--- src/rtl/spi_bus_arbiter_pkg.sv ---
// Shared definitions for the SPI bus arbiter: FSM states and byte width.
// Imported by the arbiter top and anything that inspects its state.
package spi_bus_arbiter_pkg;

  localparam int unsigned BYTE_W = 8;

  typedef enum logic [2:0] {
    ST_IDLE,
    ST_SETUP,
    ST_ISSUE,
    ST_BUSY,
    ST_HOLD,
    ST_GAP
  } arb_state_t;

endpackage

--- src/rtl/spi_bus_arbiter_rr_arbiter.sv ---
// Combinational round-robin picker: first set request at or above ptr.
// Ports: req (requests), ptr (search start), gnt (one-hot), idx, any.
module rr_arbiter #(
  parameter int NUM_REQ = 2,
  parameter int PTR_W   = 1
) (
  input  logic [NUM_REQ-1:0] req,
  input  logic [PTR_W-1:0]   ptr,
  output logic [NUM_REQ-1:0] gnt,
  output logic [PTR_W-1:0]   idx,
  output logic               any
);

  int j;

  always_comb begin
    gnt = '0;
    idx = '0;
    any = 1'b0;
    j   = 0;
    for (int k = 0; k < NUM_REQ; k++) begin
      j = int'(ptr) + k;
      if (j >= NUM_REQ) j = j - NUM_REQ;
      if (!any && req[j]) begin
        any    = 1'b1;
        gnt[j] = 1'b1;
        idx    = PTR_W'(j);
      end
    end
  end

endmodule

--- src/rtl/spi_bus_arbiter.sv ---
// Round-robin sharing of one SPI byte engine among NUM_REQ requesters.
// Ports: req_* (tx bytes in), rsp_* (rx bytes out), grant, cs_n, spi_* (engine).
module spi_bus_arbiter
  import spi_bus_arbiter_pkg::*;
#(
  parameter int NUM_REQ  = 2,
  parameter int CS_SETUP = 4,
  parameter int CS_HOLD  = 4,
  parameter int CS_GAP   = 2
) (
  input  logic                  clock,
  input  logic                  reset,
  input  logic [NUM_REQ-1:0]    req_valid,
  input  logic [8*NUM_REQ-1:0]  req_data,
  input  logic [NUM_REQ-1:0]    req_last,
  output logic [NUM_REQ-1:0]    req_ready,
  output logic [NUM_REQ-1:0]    rsp_valid,
  output logic [BYTE_W-1:0]     rsp_data,
  output logic [NUM_REQ-1:0]    grant,
  output logic [NUM_REQ-1:0]    cs_n,
  input  logic                  spi_ready,
  output logic [BYTE_W-1:0]     spi_tx_data,
  output logic                  spi_data_valid,
  input  logic [BYTE_W-1:0]     spi_rx_data
);

  localparam int PTR_W = (NUM_REQ > 1) ? $clog2(NUM_REQ) : 1;
  localparam int MAX_SH = (CS_SETUP > CS_HOLD) ? CS_SETUP : CS_HOLD;
  localparam int CNT_MAX = (MAX_SH > CS_GAP) ? MAX_SH : CS_GAP;
  localparam int CNT_W = $clog2(CNT_MAX + 1);

  arb_state_t state;

  logic [CNT_W-1:0]   cnt;
  logic [PTR_W-1:0]   ptr;
  logic [PTR_W-1:0]   gidx;
  logic [PTR_W-1:0]   next_ptr;
  logic               is_last;
  logic               saw_low;
  logic [NUM_REQ-1:0] arb_gnt;
  logic [PTR_W-1:0]   arb_idx;
  logic               arb_any;
  logic [BYTE_W-1:0]  sel_data;
  logic               sel_valid;
  logic               sel_last;

  rr_arbiter #(
    .NUM_REQ (NUM_REQ),
    .PTR_W   (PTR_W)
  ) u_rr (
    .req (req_valid),
    .ptr (ptr),
    .gnt (arb_gnt),
    .idx (arb_idx),
    .any (arb_any)
  );

  // Owner's byte lane, selected by the registered grant.
  always_comb begin
    sel_data  = '0;
    sel_valid = 1'b0;
    sel_last  = 1'b0;
    for (int i = 0; i < NUM_REQ; i++) begin
      if (grant[i]) begin
        sel_data  = req_data[8*i +: 8];
        sel_valid = req_valid[i];
        sel_last  = req_last[i];
      end
    end
  end

  assign next_ptr = (gidx == PTR_W'(NUM_REQ - 1))
                  ? '0 : gidx + PTR_W'(1);

  always_ff @(posedge clock) begin
    if (reset) begin
      state          <= ST_IDLE;
      cnt            <= '0;
      ptr            <= '0;
      gidx           <= '0;
      is_last        <= 1'b0;
      saw_low        <= 1'b0;
      grant          <= '0;
      cs_n           <= '1;
      req_ready      <= '0;
      rsp_valid      <= '0;
      rsp_data       <= '0;
      spi_tx_data    <= '0;
      spi_data_valid <= 1'b0;
    end else begin
      req_ready      <= '0;
      rsp_valid      <= '0;
      spi_data_valid <= 1'b0;
      unique case (state)
        ST_IDLE: begin
          if (arb_any) begin
            grant <= arb_gnt;
            cs_n  <= ~arb_gnt;
            gidx  <= arb_idx;
            cnt   <= CNT_W'(CS_SETUP - 1);
            state <= ST_SETUP;
          end
        end
        ST_SETUP: begin
          if (cnt == '0) state <= ST_ISSUE;
          else cnt <= cnt - CNT_W'(1);
        end
        ST_ISSUE: begin
          if (spi_ready && sel_valid) begin
            spi_data_valid <= 1'b1;
            spi_tx_data    <= sel_data;
            req_ready      <= grant;
            is_last        <= sel_last;
            saw_low        <= 1'b0;
            state          <= ST_BUSY;
          end
        end
        ST_BUSY: begin
          // Byte is done only once ready has dropped and come back.
          if (!spi_ready) begin
            saw_low <= 1'b1;
          end else if (saw_low) begin
            rsp_data  <= spi_rx_data;
            rsp_valid <= grant;
            if (is_last) begin
              cnt   <= CNT_W'(CS_HOLD - 1);
              state <= ST_HOLD;
            end else begin
              state <= ST_ISSUE;
            end
          end
        end
        ST_HOLD: begin
          if (cnt == '0) begin
            cs_n  <= '1;
            grant <= '0;
            ptr   <= next_ptr;
            cnt   <= CNT_W'(CS_GAP - 1);
            state <= ST_GAP;
          end else begin
            cnt <= cnt - CNT_W'(1);
          end
        end
        ST_GAP: begin
          if (cnt == '0) state <= ST_IDLE;
          else cnt <= cnt - CNT_W'(1);
        end
        default: state <= ST_IDLE;
      endcase
    end
  end

endmodule

--- config.mk ---
export PLATFORM = sky130hd
export DESIGN_NAME = spi_bus_arbiter
export DESIGN_NICKNAME = d
export VERILOG_FILES = /design/src/rtl/spi_bus_arbiter_pkg.sv /design/src/rtl/spi_bus_arbiter_rr_arbiter.sv /design/src/rtl/spi_bus_arbiter.sv
export SDC_FILE = /design/constraint.sdc
export NUM_CORES = 1
export LEC_CHECK = 0
export ABC_AREA = 1
export BUFFER_PORTS_ARGS = -buffer_cell sky130_fd_sc_hd__buf_2
export CAP_MARGIN = 10
export CORE_MARGIN = 2
export CORE_UTILIZATION = 40
export CTS_CLUSTER_SIZE = 10
export DETAILED_ROUTE_END_ITERATION = 10
export HOLD_SLACK_MARGIN = 0.12
export PLACE_DENSITY = 0.62
export SLEW_MARGIN = 20
export SYNTH_ARGS = -nofsm -noshare
export SYNTH_HDL_FRONTEND = slang
export SYNTH_SLANG_ARGS = --single-unit
--- constraint.sdc ---
create_clock -name clock -period 3.3 [get_ports clock]
set_clock_uncertainty 0.05 [all_clocks]
set_input_delay 0.33 -clock clock [delete_from_list [all_inputs] [get_ports clock]]
set_output_delay 0.33 -clock clock [all_outputs]
set_load 0.02 [all_outputs]
==> results.txt <==
initial antenna violation count - 0
largest family of logic cells by synthesized area - simple AND/OR/NAND/NOR gates
Post-CTS Setup Bufs - 0
layout cells sized above 1 - 0.2408
Syn Area/Cell - 6.690 um^2
Total Wirelength - 3713 um
CTS Buf Count - 5
DRC Markers - 0
via density per instance - 4.650
port bufs - 55
Syn-to-layout area delta - 25.42%
Routed Antenna Nets - 0
Setup crit start kind - flip-flop
Post-Place Cell Area - 1934 um^2
CP endpoint kind - flip-flop
Yosys cell types - 20
critical path required time - 3400 ps
clk sinks - 35
Mapped Area - 1639 um^2
Die Span X - 68.02 um
CTS Buffer Depth - 2
DP HPWL - 2719 um
status - complete, no violations
largest net degree at the start of global routing - 27
final cycle utilization of the critical path - 0.6411
post-route minimum period - 2115 ps
clock slew at reported path FFs - 70 ps
Hold WC Path Type - in2reg
post-synthesis mux area share - 0
setup TNS - 0 ps
total die area - 4626 um^2
RSZ-0062 raised after global routing - false
Clock Tree Root - clkbuf_8
antenna cells - 0
GPL Wtd Cong - 0.9229
CTS tree - done
kind of critical path - reg2reg
register area share after synthesis - 0.4275
Final Hold Vio Count - 0
vias in the first global route - 1465
Post-Synth Simple-Gate Area - 0.3366
reg-to-reg slack, setup - 1180 ps
Initial Util - 0.4127
Non-Filler Cell Area, Final - 2056 um^2
Synthesized Nets - 278
CTS H-tree depth - 2
GRT Total Usage - 0.1781
Critical-path top delay cell - nand3_1
Least-Margin Pin Slew - 717.6 ps
Skew-Pair Late Insertion Delay - 290 ps
hold buffer count at CTS - 0
core area - 3971 um^2
top post-synthesis cells by area - dfxtp_1 (43%), nand2_1 (13%), nor2_1 (8.2%), inv_1 (7.1%), nand3_1 (7.0%)
num rows - 23
first-pass detailed-route iteration total - 4
Layout Nets - 331
VDD IR max - 0.2518 mV
post_cts resized - 0
fmax - 0.4727 GHz
Ports - 56
setup violators final - 0
Yosys top cell by area - dfxtp_1
Initial DRC Count - 114
#FFs+latches synth - 35
Worst slew margin - 0.5202
routed vias - 1623
Critical Path AT - 2220 ps
total gr overflow - 0
post-synthesis xor/xnor area fraction - 0.005344
LEAKAGE - 1.052 nW
Die H - 68.02 um
Syn Inst Count - 245
Ys Warns - 0
most frequent CP cell - nand3_1
Synth top area share - 0.4275
pwr dens - 703.3 nW/um^2
global-route wire length before repair - 6134 um
Max-Cap Viols - 0
worst path cell trace - inv_1 -> nand3_1 -> nand2_1 -> nand3_1 -> o21ai_0 -> a21oi_1
WL/cell - 10.64 um
Tot Pwr - 1.446 mW
post-synthesis compound-gate area fraction - 0.1160
Crit path largest cell delay - 500 ps
final-report max-slew violation count - 0
Post-Synth Adder-Cell Area - 0.01527
CP Max Fanout - 22
==> cells in the mapped netlist <==
library cell / instances
nand2_1: 57
nand3_2: 2
nor2_2: 2
nor3_2: 2
dfxtp_1: 35
a21oi_1: 16
clkbuf_1: 3
nor3_1: 2
nand2_2: 2
ha_1: 2
nor2_1: 36
xor2_1: 1
buf_1: 1
nand4_1: 2
inv_1: 31
buf_4: 1
nand3_1: 23
inv_2: 1
o21ai_0: 22
buf_2: 4
==> state kept, by name, indices dropped and copies added, names as in the netlist <==
name / count
cnt: 3
rsp_data: 8
saw_low: 1
gidx: 1
spi_data_valid: 1
cs_n: 2
ptr: 1
state: 3
spi_tx_data: 8
rsp_valid: 2
req_ready: 2
is_last: 1
grant: 2
==> cells in the final DEF (no fill, tap or decap) <==
master and n:
a21oi_1 16, buf_2 55, bufinv_16 1, clkbuf_8 6
dfxtp_1 35, ha_1 2, inv_1 31, inv_2 1
inv_6 1, nand2_1 57, nand2_2 2, nand3_1 23
nand3_2 2, nand4_1 2, nor2_1 36, nor2_2 2
nor3_1 2, nor3_2 2, o21ai_0 22, xor2_1 1
==> final cells by class <==
class                           instances  area (um^2)
Clock inverter                          2        38.79
Clock buffer                            6        82.58
Sequential cell                        35        700.7
Inverter                               32        120.1
Timing Repair Buffer                   55        275.3
Fill cell                             444         1916
Tap cell                               50        62.56
Multi-Input combinational cell        169        775.7
==> kinds of logic after synthesis <==
| kind of cell | after synthesis |
|---|---|
| xor gates and xnor gates | 1 |
| DFF | 35 |
| buffers and inverters | 41 |
| and+or+nand+nor | 128 |
| AOI/OAI and AO/OA | 38 |
| adders and majority gates | 2 |
==> stage by stage <==
| step | hold WS, ps | worst slack (ps) | std cells | util |
|---|---|---|---|---|
| CTS | 227.6 | 1151 | 349 | 0.5176 |
| finish | 238.1 | 1185 | 349 | 0.5176 |
| global route | 245.6 | 805.5 | 349 | 0.5176 |
| floorplan | 356.1 | 2009 | 245 | - |
| global placement | 375.1 | 1256 | 341 | 0.4871 |
| detailed placement | 380.4 | 1152 | 341 | 0.4871 |
==> per-layer routing <==
layer | GRT usage | routed length [um] | up-vias
li1 | - | - | 872
met1 | 0.2129 | 1729 | 691
met2 | 0.2852 | 1617 | 53
met3 | 0.06414 | 304 | 7
met4 | 0.08000 | 61 | 0
met5 | 0 | 0 | -
==> where the power goes <==
part           total [mW]  internal (mW)  switching [mW]
Clock               0.410          0.248           0.161
Sequential          0.545          0.481          0.0635
Combinational       0.491          0.170           0.321
Total                1.45          0.900           0.546
==> final timing paths <==
| kind | start | to | cells past startpoint |
|---|---|---|---|
| max reg2reg | grant[1]$_SDFFE_PP0P_ | spi_tx_data[6]$_SDFFE_PP0P_ | 6 |
| max | grant[1]$_SDFFE_PP0P_ | spi_tx_data[6]$_SDFFE_PP0P_ | 6 |
| min reg2reg | gidx$_SDFFE_PP0P_ | ptr$_SDFFE_PP0P_ | 1 |
| min | spi_rx_data[6] | rsp_data[6]$_SDFFE_PP0P_ | 3 |
==> worst max-delay path: cells and delay by family (launching register included) <==
kind	cells	cell delay, ps
AO/OA/AOI/OAI	2	420
buffers and inverters	1	330
flip-flops	1	430
AND/OR/NAND/NOR	3	740
No activity file was read; power rests on OpenSTA's default activity.
